===== config.mk =====
export PLATFORM = sky130hd
export DESIGN_NAME = pipeline_hazard_ctrl
export DESIGN_NICKNAME = d
export VERILOG_FILES = /design/src/rtl/hazard_pkg.sv /design/src/rtl/load_use_detect.sv /design/src/rtl/pipeline_hazard_ctrl.sv
export SDC_FILE = /design/constraint.sdc
export NUM_CORES = 1
export LEC_CHECK = 0
export CAP_MARGIN = 10
export CELL_PAD_IN_SITES_DETAIL_PLACEMENT = 0
export CELL_PAD_IN_SITES_GLOBAL_PLACEMENT = 1
export CORE_MARGIN = 5
export CORE_UTILIZATION = 36
export DETAILED_ROUTE_END_ITERATION = 12
export GPL_TIMING_DRIVEN = 0
export PLACE_DENSITY_LB_ADDON = 0.1
export SYNTH_ARGS = -nofsm -noshare
export SYNTH_HDL_FRONTEND = slang
export SYNTH_SLANG_ARGS = --single-unit

===== constraint.sdc =====
create_clock -name clk -period 2.5 [get_ports clk]
set_input_delay 0.25 -clock clk [delete_from_list [all_inputs] [get_ports clk]]
set_output_delay 0.25 -clock clk [all_outputs]
set_load 0.01 [all_outputs]

===== src/rtl/hazard_pkg.sv =====
// Shared definitions for the pipeline hazard controller: default widths,
// sequencer state encoding and a saturating increment helper.
package hazard_pkg;

  localparam int RA_W_DEF  = 5;
  localparam int CNT_W_DEF = 16;

  // Outstanding-fetch sequencer states.
  localparam logic [1:0] ST_RUN        = 2'd0;
  localparam logic [1:0] ST_FETCH_WAIT = 2'd1;
  localparam logic [1:0] ST_DISCARD    = 2'd2;

  // Increments v unless it already equals max_v, so counters stick at the top.
  function automatic logic [31:0] sat_inc(input logic [31:0] v, input logic [31:0] max_v);
    return (v == max_v) ? v : v + 32'd1;
  endfunction

endpackage


===== src/rtl/load_use_detect.sv =====
// Pure comparator: flags a load in EX whose destination is read by the
// instruction in ID. Register 0 is hard-wired zero and never creates a hazard.
module load_use_detect
  import hazard_pkg::*;
#(
  parameter int RA_W = RA_W_DEF
) (
  input  logic [RA_W-1:0] id_rs1,
  input  logic [RA_W-1:0] id_rs2,
  input  logic            id_use_rs1,
  input  logic            id_use_rs2,
  input  logic            ex_mem_read,
  input  logic [RA_W-1:0] ex_rd,
  output logic            load_use
);

  logic rs1_hit;
  logic rs2_hit;

  assign rs1_hit  = id_use_rs1 && (id_rs1 == ex_rd);
  assign rs2_hit  = id_use_rs2 && (id_rs2 == ex_rd);
  assign load_use = ex_mem_read && (ex_rd != '0) && (rs1_hit || rs2_hit);

endmodule


===== src/rtl/pipeline_hazard_ctrl.sv =====
// Central stall/flush sequencer for the 5-stage pipeline. Resolves data-memory
// wait, taken branch, load-use and instruction-fetch wait with fixed priority,
// tracks whether an in-flight fetch was made stale by a branch, and keeps
// saturating stall/flush performance counters.
module pipeline_hazard_ctrl
  import hazard_pkg::*;
#(
  parameter int RA_W  = RA_W_DEF,
  parameter int CNT_W = CNT_W_DEF
) (
  input  logic             clk,
  input  logic             reset,
  input  logic [RA_W-1:0]  id_rs1,
  input  logic [RA_W-1:0]  id_rs2,
  input  logic             id_use_rs1,
  input  logic             id_use_rs2,
  input  logic             ex_mem_read,
  input  logic [RA_W-1:0]  ex_rd,
  input  logic             ex_branch_taken,
  input  logic             imem_ready,
  input  logic             mem_req,
  input  logic             dmem_ready,
  output logic             pc_write,
  output logic             if_id_write_en,
  output logic             if_id_flush,
  output logic             id_ex_write_en,
  output logic             id_ex_flush,
  output logic             ex_mem_write_en,
  output logic             mem_wb_flush,
  output logic [CNT_W-1:0] stall_cycles,
  output logic [CNT_W-1:0] flush_count
);

  localparam logic [CNT_W-1:0] CNT_MAX = '1;

  logic [1:0] state;
  logic [1:0] state_nxt;
  logic       load_use;
  logic       dstall;
  logic       fetch_stall;
  logic       branch_fire;

  load_use_detect #(.RA_W(RA_W)) u_load_use (
    .id_rs1      (id_rs1),
    .id_rs2      (id_rs2),
    .id_use_rs1  (id_use_rs1),
    .id_use_rs2  (id_use_rs2),
    .ex_mem_read (ex_mem_read),
    .ex_rd       (ex_rd),
    .load_use    (load_use)
  );

  assign dstall      = mem_req && !dmem_ready;
  // Every DISCARD cycle blocks fetch: either still waiting, or dropping the stale word.
  assign fetch_stall = (state == ST_DISCARD) || !imem_ready;

  // Priority mux for the pipeline register controls (zero-latency from inputs and state).
  always_comb begin
    // NOTE: every output gets a default first so no path through the block infers a latch.
    pc_write        = 1'b1;
    if_id_write_en  = 1'b1;
    if_id_flush     = 1'b0;
    id_ex_write_en  = 1'b1;
    id_ex_flush     = 1'b0;
    ex_mem_write_en = 1'b1;
    mem_wb_flush    = 1'b0;
    branch_fire     = 1'b0;
    if (reset) begin
      pc_write        = 1'b0;
      if_id_write_en  = 1'b0;
      id_ex_write_en  = 1'b0;
      ex_mem_write_en = 1'b0;
    end else if (dstall) begin
      // EX is frozen, so a branch or load-use there is re-presented next cycle.
      pc_write        = 1'b0;
      if_id_write_en  = 1'b0;
      id_ex_write_en  = 1'b0;
      ex_mem_write_en = 1'b0;
      mem_wb_flush    = 1'b1;
    end else if (ex_branch_taken) begin
      // The load-use consumer, if any, is in ID and is flushed here anyway.
      if_id_flush = 1'b1;
      id_ex_flush = 1'b1;
      branch_fire = 1'b1;
    end else if (load_use) begin
      // Holding IF/ID takes precedence over a concurrent fetch-stall flush.
      pc_write       = 1'b0;
      if_id_write_en = 1'b0;
      id_ex_flush    = 1'b1;
    end else if (fetch_stall) begin
      pc_write    = 1'b0;
      if_id_flush = 1'b1;
    end
  end

  // Outstanding-fetch sequencer; a data-memory stall freezes it.
  always_comb begin
    state_nxt = state;
    if (!dstall) begin
      case (state)
        ST_RUN: begin
          if (!imem_ready && !ex_branch_taken) state_nxt = ST_FETCH_WAIT;
        end
        ST_FETCH_WAIT: begin
          if (ex_branch_taken && !imem_ready) state_nxt = ST_DISCARD;
          else if (imem_ready)                state_nxt = ST_RUN;
        end
        ST_DISCARD: begin
          // A new branch leaves yet another stale fetch outstanding.
          if (imem_ready && !ex_branch_taken) state_nxt = ST_RUN;
        end
        default: state_nxt = ST_RUN;
      endcase
    end
  end

  // State register and saturating performance counters.
  always_ff @(posedge clk or posedge reset) begin
    // NOTE: sequential state uses non-blocking assignments so all registers sample the same pre-edge values.
    if (reset) begin
      state        <= ST_RUN;
      stall_cycles <= '0;
      flush_count  <= '0;
    end else begin
      state <= state_nxt;
      if (!pc_write)
        stall_cycles <= CNT_W'(sat_inc(32'(stall_cycles), 32'(CNT_MAX)));
      if (branch_fire)
        flush_count <= CNT_W'(sat_inc(32'(flush_count), 32'(CNT_MAX)));
    end
  end

endmodule


==> Word-level counts from Yosys, hierarchy flattened <==
Cells that the tools add are included.
{ "totals": {"input_bits": 24, "wordCells": 66, "ff_bits": 34} }
{ "classes": {"addsub": 2, "n_bitwise": 4, "n_mux": 30, "reduce_logical": 18, "n_eq_ne": 9} }
{ "ops": {"columns": ["cell", "n"], "rows": [
  ["adder 16 x 1 -> 16 bit (second input constant)", 2],
  ["equality test 16 bit (second input constant)", 2],
  ["two-way mux 1 bit", 25],
  ["equality test 5 bit", 2],
  ["logical AND 1 bit", 8],
  ["two-way mux 2 bit", 4],
  ["case mux 2 bit (3 select lines)", 1],
  ["nonzero test 5 bit", 1],
  ["inverter 1 bit", 4],
  ["AND reduction 2 bit", 2],
  ["AND reduction 4 bit", 1],
  ["zero test 1 bit", 3],
  ["!= test 3 bit (second input constant)", 1],
  ["equality test 2 x 1 -> 1 bit (second input constant)", 1],
  ["equality test 2 bit (second input constant)", 1],
  ["zero test 2 bit", 1],
  ["logical OR 1 bit", 2],
  ["!= test 2 x 1 -> 1 bit (second input constant)", 1],
  ["!= test 2 bit (second input constant)", 1]
]} }

==> Logic depth before layout (Yosys ltp) <==
Gate-level depths: netlist of run 1.
{ "depth": {"ltp_word": 10, "ltp_mapped": 9, "mapped_depth_nobuf": 8} }

==> By module <==
Synthesis of run 1 repeated with hierarchy kept, for this count alone.
{ "hier_totals": {"hier_cells": 178, "hier_area_um2": 1803.0} }
{ "modules_own_cells": {"columns": ["mod", "seq_area_each_um2", "instances", "area_each_um2", "cells_each"], "rows": [
  ["pipeline_hazard_ctrl", 850.8, 1, 1669.1, 161],
  ["load_use_detect", 0.0, 1, 133.9, 17]
]} }

==> Worst setup path after synthesis of run 1 <==
Ideal clock, no wire load.
{ "synth_path": {"path_type": "input to register", "from": "input reset", "to": "register flush_count[11]", "path_stages": 7, "t_arrival_ns": 2.093, "path_slack_ns": 0.281, "cell_sequence": "inv_1 -> nand2_1 -> inv_1 -> o311ai_4 -> nor3_2 -> nand2_1 -> xnor2_1"} }
{ "synth_between": {"elab_chain_len": 2} }
{ "synth_rtl": {"columns": ["item", "line_no", "rtl"], "rows": [
  ["start: declaration", "pipeline_hazard_ctrl.sv:12", "input logic reset,"],
  ["two-way mux 1 bit", "pipeline_hazard_ctrl.sv:68", "if (reset) begin"],
  ["AND reduction 2 bit (no line)", null, null],
  ["end signal: assignment", "pipeline_hazard_ctrl.sv:129", "flush_count <= CNT_W'(sat_inc(32'(flush_count), 32'(CNT_MAX)));"],
  ["end: declaration", "pipeline_hazard_ctrl.sv:31", "output logic [CNT_W-1:0] flush_count"]
]} }
No other way between the ends.
A chain may end at the register's enable or synchronous reset.

==> Worst setup path after layout of run 1 <==
{ "layout_path": {"from": "input ex_rd[2]", "to": "output if_id_write_en"} }
{ "layout_between": {"elab_chain_len": 8} }
{ "layout_rtl": {"columns": ["item", "line_no", "rtl"], "rows": [
  ["start: declaration", "pipeline_hazard_ctrl.sv:18", "input logic [RA_W-1:0] ex_rd,"],
  ["equality test 5 bit (on tied branches)", "load_use_detect.sv:20, load_use_detect.sv:21", null],
  ["logical AND 1 bit (on tied branches)", "load_use_detect.sv:20, load_use_detect.sv:21", null],
  ["logical OR 1 bit", "load_use_detect.sv:22", "assign load_use = ex_mem_read && (ex_rd != '0) && (rs1_hit || rs2_hit);"],
  ["logical AND 1 bit *", "load_use_detect.sv:22", null],
  ["two-way mux 1 bit *", "pipeline_hazard_ctrl.sv:85", "end else if (load_use) begin"],
  ["two-way mux 1 bit *", "pipeline_hazard_ctrl.sv:80", "end else if (ex_branch_taken) begin"],
  ["two-way mux 1 bit *", "pipeline_hazard_ctrl.sv:73", "end else if (dstall) begin"],
  ["two-way mux 1 bit *", "pipeline_hazard_ctrl.sv:68", null],
  ["end: declaration", "pipeline_hazard_ctrl.sv:24", "output logic if_id_write_en,"]
]} }
Mark *: on every way between the ends. The rest lies on a longest branch, timed or not.

==> flow_summary.json, run 1 <==
{
  "status": "complete, no violations",
  "place.gp.congestion": 0.7264,
  "clock_sinks": 34,
  "peakVddDrop_uv": 415.1,
  "cts_hold_buf": 0,
  "root_buffer": "clkbuf_8",
  "fin_skew_ns": 0.003718,
  "start_kind": "input pin",
  "drt_wl_total_mm": 4.010,
  "nNetsFinal": 276,
  "die_w_um": 80.77,
  "portBuffers": 62,
  "slowest_delay_ns": 0.53,
  "synth-simple-area-share_pct": 24.22,
  "ys_top_cells_by_area": "dfrtp_1 47%, xnor2_1 17%, nand2_1 4.2%",
  "layout-drive-gt1-share_pct": 11.95,
  "muxShareOfSynthArea_pct": 0.6246,
  "synth_edf_count": 0,
  "post-route-cell-area_um2": 2646,
  "synth_fp_nets": 202,
  "grt_max_degree": 22,
  "grt_pass1_vias": 1500,
  "tns_ns": 0,
  "clk_latency_ns": 0.28,
  "gr-total-overflow": 0,
  "arrival_ns": 2.10,
  "netlist_instances": 176,
  "grt_pass1_wl_mm": 6.906,
  "synth_top_area_share_pct": 47.19,
  "critPathMaxFanout": 4,
  "placed_cell_area_um2": 2535,
  "synth_top_area_cell": "dfrtp_1",
  "crit_path_top_delay_cell": "or4_1",
  "synth_area_um2": 1803,
  "syn2layout_area_growth_pct": 46.77,
  "synth_common_cells": "35 x xnor2_1, 34 x dfrtp_1, 20 x nand2_1, 13 x nor2_1, 11 x nand3_1",
  "wl_per_cell_um": 12.61,
  "drc": 0,
  "power.density_nw_per_um2": 668.7,
  "maxSlewViolCount": 0,
  "cts_tree": "yes",
  "nFillCells": 437,
  "die_area_um2": 6524,
  "worstHoldPathType": "input pin to asynchronous set/reset pin",
  "finalCritPeriodShare_pct": 93.83,
  "rsz0062_at_grt": "false",
  "synth.yosys.seq_area_share_pct": 47.19,
  "yosysMostFrequentCell": "xnor2_1",
  "synth-xor-area-share_pct": 19.43,
  "avgViaCountPerCell": 4.585,
  "period_minus_slack_ns": 2.346,
  "grt_use_total_pct": 13.58,
  "core-area_um2": 4786,
  "ant_nets": 0,
  "relSlewSlack_pct": 74.15,
  "drtIter0Drc": 51,
  "place_hpwl_mm": 3.073,
  "die_height_um": 80.77,
  "ys.warnings.count": 0,
  "synth_top_family_by_area": "simple AND/OR/NAND/NOR gates",
  "yosys.cell_types.count": 35,
  "worst_pin_slew_ns": 0.3868,
  "path_class": "input pin to output pin",
  "start_util_pct": 37.67,
  "max_freq_mhz": 426.3,
  "setup_violations": 0,
  "cts_htree_levels": 2,
  "hold_ws_ns": 0.3445,
  "cts_inserted_buffers": 5,
  "hold_viol": 0,
  "p_leak_nw": 1.114,
  "synth_adder_area_share_pct": 1.388,
  "rows": 25,
  "syn_avg_cell_area_um2": 10.24,
  "worstPathCellList": "clkdlybuf4s50_1 > or4_1 > o21ai_1 > and2b_2 > a21oi_1 > dlygate4sd2_1",
  "antenna_found_initial": 0,
  "synth_seq_cells": 34,
  "cp-end-kind": "output pin",
  "synth_compound_area_share_pct": 4.650,
  "cp.required_ns": 2.25,
  "cap_violations": 0,
  "diodes": 0,
  "vias": 1458,
  "async_flop_share_pct": 100.0,
  "pin_count": 63,
  "clk_pin_slew_ns": 0.07,
  "cts.path.max_buffers": 2,
  "synth_flop_cell": "dfrtp_1",
  "drtPass1Iterations": 4
}
-- report_power, final --
| group | internal (W) | leakage (nW) | switching [W] | total [W] |
|---|---|---|---|---|
| sequential | 0.000656 | 0.453 | 0.000131 | 0.000787 |
| combinational | 0.000342 | 0.613 | 0.000227 | 0.000568 |
| clock | 0.000222 | 0.0482 | 0.000193 | 0.000415 |
| total | 0.00122 | 1.11 | 0.000551 | 0.00177 |
-- final timing paths --
check / to / depth (start not counted) / slack [ns] / from
min in group clk: flush_count[12]$_DFFE_PP0P_ / 1 / 0.49 / flush_count[12]$_DFFE_PP0P_
min: flush_count[5]$_DFFE_PP0P_ / 3 / 0.34 / reset
max in group asynchronous: stall_cycles[8]$_DFFE_PP0P_ / 4 / 1.78 / reset
max: if_id_write_en / 6 / 0.15 / ex_rd[2]
min reg2reg: flush_count[12]$_DFFE_PP0P_ / 1 / 0.49 / flush_count[12]$_DFFE_PP0P_
max reg2reg: flush_count[5]$_DFFE_PP0P_ / 7 / 0.70 / flush_count[10]$_DFFE_PP0P_
-- metrics by stage --
step	worst slack (ns)	std cells	total power [W]	util, %
finish	0.1542	318	0.001770	55.29
global route	0.05219	318	0.001894	55.29
detailed placement	-0.2502	306	0.001374	52.97
CTS	0.002599	314	0.001794	54.82
global placement	-0.7997	305	0.001367	52.39
floorplan	0.2806	176	0.001053	-
-- registers in the layout (all words and copies together) (netlist names) --
| register | cells |
|---|---|
| flush_count | 16 |
| state | 2 |
| stall_cycles | 16 |
-- kinds of logic (layout without fill, tap and decap cells) --
logic type / Yosys count / count (layout)
simple gates: 79 / 79
xor+xnor: 40 / 40
flops: 34 / 34
compound gates: 11 / 11
buf+inv: 9 / 84
fa+ha+maj: 2 / 2
mux: 1 / 1
-- worst max-delay path: cells and delay by family --
kind	cells	cell delay (ns)
AO/OA/AOI/OAI	2	0.32
AND/OR/NAND/NOR	2	0.79
buffers and inverters	2	0.75
-- cell usage in the layout (no fill, tap or decap), types with 2 or more instances in the layout --
cell | netlist | layout
nand3_2 | 4 | 4
xor2_1 | 5 | 5
and3_1 | 8 | 8
nor2_1 | 13 | 13
o21ai_0 | 3 | 2
nor2b_1 | 2 | 2
o22ai_1 | 2 | 2
nand2_1 | 20 | 20
a21oi_1 | 2 | 2
dlygate4sd2_1 | 0 | 3
clkdlybuf4s50_1 | 0 | 57
clkbuf_8 | 0 | 6
dfrtp_1 | 34 | 34
clkbuf_2 | 0 | 2
o21ai_1 | 1 | 2
ha_1 | 2 | 2
and2_1 | 2 | 2
xnor2_1 | 35 | 35
nand4_1 | 8 | 8
nand3_1 | 11 | 11
buf_4 | 1 | 5
inv_1 | 6 | 5
-- final cells by class --
class	count	area [um2]	share of cell area, %
Timing Repair Buffer	67	664.4	25.11
Sequential cell	34	850.8	32.15
Buffer	2	18.77	0.7092
Clock buffer	7	86.33	3.262
Clock inverter	1	5.005	0.1891
Multi-Input combinational cell	133	907.1	34.28
Tap cell	67	83.83	3.168
Inverter	7	30.03	1.135
-- what timing repair did --
item,in CTS,in global routing
endpoints found under the setup margin,6,4
setup buffers,0,4
gates resized for setup,6,5
-- routing by layer --
layer / track usage (%) / vias to the layer above / part of all wire [%]
met4: 5.068 / 0 / 1.5
li1: - / 744 / -
met3: 4.656 / 6 / 6.3
met1: 17.15 / 669 / 46
met5: 0 / - / 0
met2: 21.52 / 39 / 46
Power figures use the tool's default switching activity.
==> run 2, diff against run 1 <==
--- a/config.mk
+++ b/config.mk
@@ -13,6 +13,7 @@
 export DETAILED_ROUTE_END_ITERATION = 12
 export GPL_TIMING_DRIVEN = 0
 export PLACE_DENSITY_LB_ADDON = 0.1
+export SKIP_CTS_REPAIR_TIMING = 1
 export SYNTH_ARGS = -nofsm -noshare
 export SYNTH_HDL_FRONTEND = slang
 export SYNTH_SLANG_ARGS = --single-unit
==> constraint.sdc (replaced) <==
create_clock -name clk -period 2.5 [get_ports clk]
set_input_delay 0.5 -clock clk [delete_from_list [all_inputs] [get_ports clk]]
set_output_delay 0.5 -clock clk [all_outputs]
set_load 0.01 [all_outputs]
==> flow_summary.json, run 2 (same netlist as run 1, synthesis figures left out) <==
{
  "status": "complete, no violations",
  "cts_htree_levels": 2,
  "worstPathCellList": "clkdlybuf4s50_1 > xnor2_1 > nand4_1 > o22ai_2 > and2b_2 > o21ai_2 > and2_1 > buf_2",
  "core-area_um2": 4786,
  "slowest_delay_ns": 0.48,
  "period_minus_slack_ns": 2.449,
  "relSlewSlack_pct": 74.44,
  "arrival_ns": 1.95,
  "place.gp.congestion": 0.7264,
  "post-route-cell-area_um2": 2741,
  "final_common_cell": "clkdlybuf4s50_1",
  "portBuffers": 62,
  "avgViaCountPerCell": 4.610,
  "path_class": "input pin to output pin",
  "clock_sinks": 34,
  "cts_tree": "yes",
  "max_freq_mhz": 408.3,
  "top_regs": "flush_count: 16 flops, stall_cycles: 16 flops, state: 2 flops",
  "p_leak_nw": 1.232,
  "start_util_pct": 37.67,
  "hold_depth": 1,
  "syn2layout_area_growth_pct": 52.05,
  "vias": 1489,
  "worst_pin_slew_ns": 0.3801,
  "r2r_start": "flush_count[10]$_DFFE_PP0P_",
  "r2r_cells": 7,
  "grt_use_total_pct": 13.60,
  "final_cell_mix": "49 x clkdlybuf4s50_1, 35 x xnor2_1, 34 x dfrtp_1",
  "drtPass1Iterations": 4,
  "worstHoldPathType": "register to register",
  "cts.path.max_buffers": 2,
  "drt_wl_total_mm": 4.109,
  "fin_util_pct": 57.28,
  "rsz0062_at_grt": "true",
  "maxSlewViolCount": 0,
  "cp.required_ns": 2.00,
  "start_kind": "input pin",
  "drc": 0,
  "diodes": 0,
  "clk_latency_ns": 0.28,
  "startpoint": "id_rs2[3]",
  "power.density_nw_per_um2": 650.7,
  "setup_violations": 0,
  "ant_nets": 0,
  "crit_buf_inv": 2,
  "placed_cell_area_um2": 2535,
  "die_w_um": 80.77,
  "grt_max_degree": 22,
  "nNetsFinal": 281,
  "drtIter0Drc": 57,
  "place_hpwl_mm": 3.073,
  "cap_violations": 0,
  "layout-drive-gt1-share_pct": 17.58,
  "grt_pass1_vias": 1498,
  "fin_skew_ns": 0.002900,
  "hold_start": "flush_count[12]$_DFFE_PP0P_",
  "hold_viol": 0,
  "die_area_um2": 6524,
  "peakVddDrop_uv": 415.1,
  "gr-total-overflow": 0,
  "critPathMaxFanout": 4,
  "root_buffer": "clkbuf_8",
  "die_height_um": 80.77,
  "rows": 25,
  "cp.depth": 8,
  "wl_per_cell_um": 12.72,
  "antenna_found_initial": 0,
  "crit_path_top_delay_cell": "clkdlybuf4s50_1",
  "clk_pin_slew_ns": 0.07,
  "grt_pass1_wl_mm": 6.913,
  "cp-end-kind": "output pin",
  "cts_inserted_buffers": 5,
  "crit_family": "buffers and inverters",
  "pin_count": 63,
  "finalCritPeriodShare_pct": 97.96
}
[run 2: layout make-up]
class / count / area (um2)
Buffer: 2 / 18.77
Clock buffer: 7 / 86.33
Clock inverter: 1 / 5.005
Fill cell: 433 / 2044
Inverter: 7 / 30.03
Multi-Input combinational cell: 133 / 939.7
Sequential cell: 34 / 850.8
Tap cell: 67 / 83.83
Timing Repair Buffer: 72 / 726.9
[run 2: final timing paths]
| check | end | slack (ns) |
|---|---|---|
| worst max-delay path | if_id_flush | 0.05 |
| worst min-delay path | flush_count[12]$_DFFE_PP0P_ | 0.49 |
| worst max register to register | flush_count[5]$_DFFE_PP0P_ | 0.70 |
| worst min register to register | flush_count[12]$_DFFE_PP0P_ | 0.49 |
| max in group asynchronous | stall_cycles[2]$_DFFE_PP0P_ | 1.44 |
| min in group asynchronous | flush_count[3]$_DFFE_PP0P_ | 0.69 |
[run 2: worst register-to-register path: stages, from the launching register on]
cell      delay [ns]
dfrtp_1         0.43
and3_1          0.21
and3_1          0.19
nand3_1         0.14
o311ai_4        0.38
nor2_2          0.13
nand3_1         0.12
xnor2_1         0.12
[run 2: power breakdown]
group	total (W)	leakage [nW]	switching [W]	internal, W
combinational	0.000581	0.731	0.000231	0.000350
clock	0.000416	0.0482	0.000194	0.000222
sequential	0.000786	0.453	0.000131	0.000656
[run 2: metrics by stage]
step	std cells	power, W	hold slack [ns]	worst slack (ns)	TNS (ns)
after floorplan	176	0.001053	0.4838	0.03065	0
after global placement	305	0.001367	0.4719	-1.300	-31.17
after detailed placement	306	0.001374	0.4828	-0.7502	-8.138
after CTS	314	0.001797	0.4917	-0.7760	-4.090
after global routing	323	0.001908	0.5112	-0.03403	-0.06607
final	323	0.001784	0.4892	0.05101	0
[run 2: layer usage]
| metal | routed length (um) | track usage, % | share of wire, % | up-vias |
|---|---|---|---|---|
| li1 | - | - | - | 756 |
| met1 | 1817 | 17.09 | 44 | 688 |
| met2 | 1955 | 21.52 | 48 | 39 |
| met3 | 276 | 4.878 | 6.7 | 6 |
| met4 | 60 | 5.068 | 1.5 | 0 |
| met5 | 0 | 0 | 0 | - |
